## src/rtl/ldpc_tx_encoder.sv

```systemverilog
// (6,3) LDPC transmit encoder: buffered 3-bit messages, serialized LSB-first codewords.
// Define LDPC_TX_ERR_INJ_EN to add the inj_en/inj_pos single-bit error injection ports.
module ldpc_tx_encoder #(
  parameter int unsigned FIFO_DEPTH = 2,
  parameter int unsigned CNT_W      = 16
) (
  input  logic             clk,
  input  logic             rst_n,
  input  logic [2:0]       msg_in,
  input  logic             msg_valid,
  output logic             msg_ready,
  output logic             tx_bit,
  output logic             tx_valid,
  output logic             tx_sof,
  output logic             tx_eof,
  input  logic             tx_ready,
  output logic [5:0]       cw_out,
  output logic [CNT_W-1:0] cw_count,
  output logic             busy
`ifdef LDPC_TX_ERR_INJ_EN
  ,
  input  logic             inj_en,
  input  logic [2:0]       inj_pos
`endif
);

  localparam int unsigned PTR_W = (FIFO_DEPTH > 1) ? $clog2(FIFO_DEPTH) : 1;
  localparam int unsigned OCC_W = PTR_W + 1;

  typedef enum logic {IDLE, SEND} state_t;

  state_t           state;
  logic [2:0]       mem [FIFO_DEPTH];
  logic [PTR_W-1:0] wptr, rptr;
  logic [OCC_W-1:0] occ, occ_nxt;
  logic             avail;
  logic             push, pop, xfer, last_xfer;
  logic [5:0]       shreg, head_cw;
  logic [2:0]       idx;

  function automatic logic [5:0] encode(input logic [2:0] m);
    return {m[0] ^ m[2], m[1] ^ m[2], m[0] ^ m[1], m};
  endfunction

  always_comb begin
    head_cw = encode(mem[rptr]);
`ifdef LDPC_TX_ERR_INJ_EN
    if (inj_en && (inj_pos < 3'd6))
      head_cw = head_cw ^ (6'b000001 << inj_pos);
`endif
  end

  assign push      = msg_valid && msg_ready;
  assign xfer      = tx_valid && tx_ready;
  assign last_xfer = xfer && (idx == 3'd5);
  assign pop       = avail && ((state == IDLE) || last_xfer);
  assign occ_nxt   = occ + OCC_W'(push) - OCC_W'(pop);
  assign busy      = (occ != '0) || (state == SEND);
  assign tx_valid  = (state == SEND);
  assign tx_bit    = shreg[0];

  always_ff @(posedge clk) begin
    if (push) mem[wptr] <= msg_in;
  end

  // avail excludes an entry written on the same edge, so a fresh message waits one
  // extra cycle before it can be popped (accept-to-first-bit latency of two cycles).
  always_ff @(posedge clk) begin
    if (!rst_n) begin
      wptr      <= '0;
      rptr      <= '0;
      occ       <= '0;
      avail     <= 1'b0;
      msg_ready <= 1'b0;
    end else begin
      if (push) wptr <= wptr + PTR_W'(1);
      if (pop)  rptr <= rptr + PTR_W'(1);
      occ       <= occ_nxt;
      msg_ready <= (occ_nxt != OCC_W'(FIFO_DEPTH));
      avail     <= ((occ - OCC_W'(pop)) != '0);
    end
  end

  always_ff @(posedge clk) begin
    if (!rst_n) begin
      state    <= IDLE;
      shreg    <= '0;
      idx      <= '0;
      cw_out   <= '0;
      tx_sof   <= 1'b0;
      tx_eof   <= 1'b0;
      cw_count <= '0;
    end else begin
      if (last_xfer) cw_count <= cw_count + CNT_W'(1);
      if (pop) begin
        state  <= SEND;
        shreg  <= head_cw;
        cw_out <= head_cw;
        idx    <= '0;
        tx_sof <= 1'b1;
        tx_eof <= 1'b0;
      end else if (last_xfer) begin
        state  <= IDLE;
        shreg  <= '0;
        tx_sof <= 1'b0;
        tx_eof <= 1'b0;
      end else if (xfer) begin
        shreg  <= {1'b0, shreg[5:1]};
        idx    <= idx + 3'd1;
        tx_sof <= 1'b0;
        tx_eof <= (idx == 3'd4);
      end
    end
  end

endmodule

```

## config.mk

```make
export PLATFORM = sky130hd
export DESIGN_NAME = ldpc_tx_encoder
export DESIGN_NICKNAME = d
export VERILOG_FILES = /design/src/rtl/ldpc_tx_encoder.sv
export SDC_FILE = /design/constraint.sdc
export NUM_CORES = 1
export LEC_CHECK = 0
export BUFFER_PORTS_ARGS = -buffer_cell sky130_fd_sc_hd__buf_2
export CORE_MARGIN = 3
export CORE_UTILIZATION = 60
export CTS_BUF_LIST = sky130_fd_sc_hd__clkbuf_4 sky130_fd_sc_hd__clkbuf_8
export DETAILED_ROUTE_END_ITERATION = 7
export PLACE_DENSITY = 0.84
export RECOVER_POWER = 100
export SLEW_MARGIN = 20
export SYNTH_ARGS = -nofsm -noshare
export SYNTH_HDL_FRONTEND = slang
export SYNTH_SLANG_ARGS = --single-unit
```

## constraint.sdc

```tcl
create_clock -name clk -period 5.7 [get_ports clk]
set_input_delay 0.57 -clock clk [delete_from_list [all_inputs] [get_ports clk]]
set_output_delay 0.57 -clock clk [all_outputs]
set_load 0.005 [all_outputs]
```

==> results of run 1 <==
per-stage QoR:
step                      instances  setup slack, ns  area [um2]  hold WS, ns
after global placement          289             3.21        2270        0.454
after CTS                       296             3.13        2330        0.393
final                           296             2.33        2310        0.405
after global routing            296             2.07        2310        0.385
after floorplan                 219             3.44        2080        0.448
after detailed placement        289             3.11        2270        0.458
layer usage:
layer | up-vias | GRT usage (%) | wire length [um]
met4 | 0 | 7.12 | 46
met3 | 5 | 4.16 | 138
met5 | - | 0 | 0
met2 | 27 | 33.6 | 1750
li1 | 810 | - | -
met1 | 735 | 22.6 | 1740
power groups by stage:
stage | registers [mW] | clock network, mW | logic (mW)
floorplan | 0.430 | 0 | 0.171
global placement | 0.443 | 0 | 0.215
detailed placement | 0.444 | 0 | 0.224
CTS | 0.437 | 0.156 | 0.225
global route | 0.445 | 0.171 | 0.250
finish | 0.436 | 0.153 | 0.217
layout by cell type, fill, tap and decap left out, types with 2 or more instances in the layout:
master / Yosys / layout
nor2b_1: 2 / 2
mux2_2: 3 / 3
nor3_1: 5 / 5
ha_1: 6 / 6
nor4_1: 3 / 3
o211ai_1: 3 / 3
mux2i_1: 5 / 5
a31oi_1: 5 / 5
xor2_1: 11 / 11
nand2_1: 34 / 34
and3_1: 3 / 3
nand3_1: 4 / 4
buf_2: 1 / 25
edfxtp_1: 6 / 6
nand4_1: 3 / 3
clkbuf_1: 6 / 9
dfxtp_1: 41 / 41
o21a_1: 3 / 3
a21boi_0: 9 / 10
or3_1: 4 / 4
nand2b_1: 5 / 5
and4_1: 3 / 3
and2_0: 0 / 9
nor2_1: 6 / 6
o21ai_0: 9 / 10
clkbuf_4: 0 / 7
xnor2_1: 10 / 10
inv_1: 7 / 8
and2_1: 14 / 5
worst register-to-register path, delay by kind of cell (launching register included):
family	cells	cell delay [ns]
flops	1	0.37
fa+ha+maj	3	0.81
compound gates	2	1.11
xor+xnor	2	0.30
simple gates	1	0.20
buf+inv	3	0.47
logic make-up after synthesis:
family,count (synthesis),share of synthesized area [%]
compound gates,33,10.6
xor+xnor,21,8.83
fa+ha+maj,6,3.61
simple gates,88,21.8
flops,47,48.1
buf+inv,16,3.00
mux,8,4.03
state kept, by name, indices dropped and copies added (netlist names), named ones only:
signal and cells:
avail 1, cw_count 16, cw_out 6, idx 3, mem 6, msg_ready 1
occ 2, rptr 1, shreg 6, tx_eof 1, tx_sof 1, tx_valid 1
wptr 1
cell type report:
type / count / area [um2] / share of cell area [%]
Timing Repair Buffer: 34 / 159 / 6.87
Sequential cell: 47 / 1000 / 43.3
Inverter: 8 / 30.0 / 1.30
Multi-Input combinational cell: 156 / 1010 / 43.9
Tap cell: 44 / 55.1 / 2.38
Clock buffer: 7 / 52.6 / 2.27
how the worst max path moves through the flow:
stage / startpoint / slack (ns) / end
finish: idx[1] / 2.33 / msg_ready
global route: idx[1] / 2.07 / msg_ready
detailed placement: tx_ready / 3.11 / msg_ready
floorplan: idx[1] / 3.44 / msg_ready
global placement: tx_ready / 3.21 / msg_ready
CTS: idx[1] / 3.13 / msg_ready
==> flow_summary_export.csv, run 1 <==
group,metric,value,unit
yosys,synth_ff_type,"dfxtp_1",
yosys,synth.top_cells.by_count,"41 x dfxtp_1, 34 x nand2_1, 14 x and2_1",
die,start_util,65.5,%
worst_setup_path,worst-path-buf-inv,3,
timing,worst_pin_slew,1.23,ns
placed_design,gp_congestion,0.788,
placed_design,place.detailed.hpwl,2.73,mm
worst_setup_path,slowest_delay,0.94,ns
global_routing,grt_pass1_vias,1500,
die,dieHeight,64.9,um
yosys,synth_edf_count,6,
worst_setup_path,worstPathRequired,5.96,ns
yosys,yosysUniqueCellTypes,35,
drt,drc,0,
clocking,clk-insertion-delay-late,0.35,ns
cells_and_area,area_growth,11.1,%
timing,hold_viol_final,0,
worst_setup_path,cp-start-kind,"flop",
die,num_rows,20,
timing,finalClockSkew,0.00534,ns
timing,setup_tns,0,ns
yosys,synth_area,2080,um2
drt,vias_per_cell,5.33,
die,core,3180,um2
clocking,cts_setup_buffers,0,
pwr,combPwrFrac,26.9,%
drt,ant_nets,0,
global_routing,grt_antenna_before_repair,0,
drt,drt-total-wl,3.68,mm
worst_hold_path,whs_endpoint,"mem[1][2]",
yosys,synth_warnings,0,
clocking,cts_hold_buf,0,
yosys,syn_area_per_cell,9.51,um2
clocking,h-tree-depth,2,
pwr,powerDensity,348,nW/um2
yosys,synth_top_area_share,39.4,%
outcome,status,"finished, final reports clean",
placed_design,io_buffers,34,
yosys,netlist_instances,219,
drt,dr.pass1.iters,4,
pwr,leakage,0.977,nW
worst_hold_path,min_from,"msg_in[2]",
drt,num_vias,1577,
worst_setup_path,regToRegEndpoint,"msg_ready",
global_routing,grt_max_degree,43,
worst_setup_path,worstPathCellList,"inv_1 > ha_1 > and3_1 > o21ai_0 > inv_1 > ha_1 > inv_1 > ha_1 > xor2_1 > xnor2_1 > o21a_1",
timing,max_slew_margin,17.1,%
yosys,ys_top_cells_by_area,"dfxtp_1 39%, edfxtp_1 8.7%, nand2_1 6.1%",
pwr,power,0.806,mW
global_routing,grt_use_total,19.1,%
die,chipWidth,64.9,um
timing,setup_viol,0,
yosys,synth_seq_cells,47,
timing,grt_setup_unrepaired,"no",
worst_hold_path,whs_path_depth,1,
die,die_area,4210,um2
worst_setup_path,worst_setup_path_end_kind,"flop",
clocking,cts_buffers,5,
pwr,p_sw,0.259,mW
yosys,yosysSeqAreaShare,48.1,%
timing,fmax,297,MHz
timing,drv_slew,0,
global_routing,overflow,0,
clocking,clkSinkCount,47,
clocking,cts.clk_slew.worst_paths,0.12,ns
timing,layout_min_cycle_time,3.37,ns
pwr,internal-power,0.547,mW
worst_setup_path,worst_path_max_delay_cell,"o21ai_0",
cells_and_area,drive_gt1_share,14.7,%
worst_setup_path,cp.depth,11,
drt,wl_per_cell,12.4,um
die,pin_count,35,
yosys,syn-num-nets,232,
pwr,vdd_ir_drop_max,0.227,mV
worst_setup_path,critical_path_arrival,3.62,ns
yosys,async_reset_ff_share,0,%
worst_setup_path,worst-setup-path-type,"reg2reg",
pwr,sw_frac_of_total,32.1,%
drt,drt-initial-drc-count,111,
worst_hold_path,min_path_type,"in2reg",
cells_and_area,diodes,0,
global_routing,grt_pass1_wl,6.30,mm
clocking,cts_tree,"done",
worst_setup_path,ff2ff_setup_slack,2.33,ns
cells_and_area,fin_util,72.8,%
clocking,root_buffer,"clkbuf_4",
clocking,cts_buffer_depth,2,
cells_and_area,final_nets,265,
pwr,clkPwrFrac,18.9,%
yosys,yosysTopAreaCell,"dfxtp_1",
run,maxCapViolCount,0,
worst_setup_path,critPathMaxFanout,10,
cells_and_area,fill_cells,265,
worst_setup_path,worstRegToRegCells,11,
yosys,post-synth-top-count-cell,"dfxtp_1",
pwr,seqPwrFrac,54.2,%
timing,finalCritPeriodShare,59.1,%
worst_setup_path,r2r-start,"idx[1]",
worst_setup_path,cp_top_family,"compound AO/OA/AOI/OAI gates",
clocking,post_cts_resize_count,0,
Note: power is estimated with default switching activity, not from simulation.
==> run 2: changes to the inputs <==
ABC_AREA = 1   (was default)
CORE_UTILIZATION = 57   (was 60)
PLACE_DENSITY = 0.81   (was 0.84)
clock period = 3.1 ns   (was 5.7 ns; I/O delays follow)
==> flow_summary_export.csv, run 2 <==
group,metric,value,unit
outcome,status,"finished, final reports clean",
timing,max_slew_margin,65.9,%
yosys,ys_top_cells_by_area,"dfxtp_1 40%, nand2_1 12%, edfxtp_1 8.8%",
drt,ant_nets,0,
placed_design,io_buffers,34,
pwr,vdd_ir_drop_max,0.423,mV
drt,drt-total-wl,3.79,mm
drt,dr.pass1.iters,4,
worst_setup_path,worst_path_max_delay_cell,"dfxtp_1",
worst_setup_path,worst_setup_path_end_kind,"flop",
cells_and_area,final_common_cell,"nand2_1",
clocking,cts.clk_slew.worst_paths,0.13,ns
yosys,synth_top_area_share,40.1,%
clocking,cts_tree,"done",
clocking,cts_hold_buf,0,
global_routing,grt_antenna_before_repair,0,
die,num_rows,21,
yosys,synth_edf_count,6,
worst_setup_path,worstPathRequired,3.35,ns
cells_and_area,final_nets,317,
yosys,syn-num-nets,280,
global_routing,overflow,0,
cells_and_area,diodes,0,
cells_and_area,largest_reg_flops,16,
yosys,synth_area,2040,um2
yosys,yosysSeqAreaShare,49.0,%
cells_and_area,multi_input_area,867,um2
pwr,powerDensity,708,nW/um2
yosys,synth_seq_cells,47,
cells_and_area,register_area,1000,um2
timing,drv_slew,0,
cells_and_area,area_growth,11.3,%
yosys,yosysTopAreaCell,"dfxtp_1",
yosys,syn_area_per_cell,7.66,um2
global_routing,grt_pass1_vias,1529,
yosys,synth-compound-area-share,12.4,%
timing,setup_viol,0,
timing,setup_tns,0,ns
yosys,synthAdderAreaFrac,3.67,%
yosys,synth_ff_type,"dfxtp_1",
worst_setup_path,worstPathCellList,"inv_1 > ha_1 > nand2_1 > inv_1 > nand2_1 > nand2_2 > nand2_1 > inv_2 > ha_1 > inv_1 > ha_1 > xor2_1 > nor2_1",
cells_and_area,drive_gt1_share,10.8,%
placed_design,gp_congestion,0.811,
drt,wl_per_cell,10.8,um
worst_setup_path,slowest_delay,0.37,ns
yosys,synth_xor_area_share,2.57,%
global_routing,grt_pass1_wl,6.48,mm
yosys,yosysUniqueCellTypes,24,
global_routing,grt_use_total,19.7,%
cells_and_area,layout_common_cells,"67 x nand2_1, 41 x dfxtp_1, 39 x nor2_1",
clocking,cts_buffers,5,
timing,finalClockSkew,0.0114,ns
yosys,yosys.area_share.simple,25.1,%
pwr,leakage,1.02,nW
global_routing,grt_max_degree,27,
clocking,clkSinkCount,47,
drt,num_vias,1730,
yosys,synth.top_cells.by_count,"64 x nand2_1, 41 x dfxtp_1, 37 x nor2_1",
die,dieHeight,65.9,um
clocking,cts_buffer_depth,2,
worst_setup_path,critical_path_arrival,2.67,ns
drt,drc,0,
clocking,post_cts_resize_count,0,
die,pin_count,35,
yosys,synth_mux_area_share,0,%
timing,grt_setup_unrepaired,"no",
timing,hold_viol_final,0,
placed_design,place.detailed.hpwl,2.81,mm
worst_hold_path,min_path_type,"in2reg",
die,die_area,4340,um2
clocking,clk-insertion-delay-late,0.36,ns
worst_setup_path,worst-setup-path-type,"reg2reg",
timing,layout_min_cycle_time,2.43,ns
yosys,synth_top_family_by_area,"simple AND/OR/NAND/NOR gates",
clocking,cts_setup_buffers,0,
timing,finalWorstSetupSlack,0.673,ns
run,maxCapViolCount,0,
timing,worst_pin_slew,0.509,ns
timing,finalCritPeriodShare,78.3,%
clocking,h-tree-depth,2,
clocking,root_buffer,"clkbuf_4",
die,start_util,60.3,%
die,core,3390,um2
yosys,post-synth-top-count-cell,"nand2_1",
yosys,synth_warnings,0,
die,chipWidth,65.9,um
timing,fmax,412,MHz
yosys,netlist_instances,267,
placed_design,pre_cts_slack,1.00,ns
drt,drt-initial-drc-count,76,
worst_setup_path,critPathMaxFanout,13,
cells_and_area,regMostFlops,"cw_count",
cells_and_area,fill_cells,310,
drt,vias_per_cell,4.93,
yosys,async_reset_ff_share,0,%
worst_setup_path,cp-start-kind,"flop",
[run 2: path summary, 6_finish.rpt]
check	startpoint	endpoint	slack (ns)	depth (start not counted)
max	idx[1]	occ[1]	0.67	13
min	msg_in[1]	mem[0][1]	0.13	1
max reg2reg	idx[1]	occ[1]	0.67	13
min reg2reg	tx_eof	tx_eof	0.47	2
[run 2: kinds of logic (layout without fill, tap and decap cells)]
group                    Yosys count  after routing
buffers and inverters             37             75
flip-flops                        47             47
adder cells (fa/ha/maj)            6              6
AO/OA/AOI/OAI                     48             48
AND/OR/NAND/NOR                  123            123
XOR/XNOR                           6              6
[run 2: routing by layer]
| layer | part of all wire, % | GRT usage [%] | vias to the layer above |
|---|---|---|---|
| li1 | - | - | 925 |
| met1 | 48 | 24.1 | 764 |
| met2 | 45 | 31.5 | 33 |
| met3 | 5.5 | 4.25 | 8 |
| met4 | 1.5 | 11.4 | 0 |
| met5 | 0 | 0 | - |
[run 2: cell type report]
class / instances / area share [%]
multi-input cells: 183 / 38.1
flip-flops and latches: 47 / 44.0
well taps: 46 / 2.53
clock buffers: 8 / 3.19
repair buffers: 34 / 6.76
inverters: 33 / 5.44
[run 2: critical path: cells and delay by family, from the launching register on]
family | cells | cell delay, ns
XOR/XNOR | 1 | 0.19
adder cells (fa/ha/maj) | 3 | 0.64
buffers and inverters | 4 | 0.29
flip-flops | 1 | 0.37
AND/OR/NAND/NOR | 5 | 0.82
[run 2: report_power, final]
group / internal, mW / leakage [nW] / switching [mW]
clock: 0.142 / 0.0420 / 0.186
sequential: 0.740 / 0.389 / 0.0737
combinational: 0.178 / 0.588 / 0.292
total: 1.06 / 1.02 / 0.552
[run 2: through the flow]
| stage | cells | hold slack (ns) | power [mW] | cell area [um2] | util [%] |
|---|---|---|---|---|---|
| after global routing | 351 | 0.111 | 1.74 | 2280 | 67.1 |
| after floorplan | 267 | 0.409 | 1.18 | 2040 | - |
| final | 351 | 0.135 | 1.61 | 2280 | 67.1 |
| after CTS | 351 | 0.120 | 1.64 | 2320 | 68.4 |
| after detailed placement | 343 | 0.456 | 1.32 | 2250 | 66.3 |
| after global placement | 343 | 0.449 | 1.30 | 2250 | 66.3 |
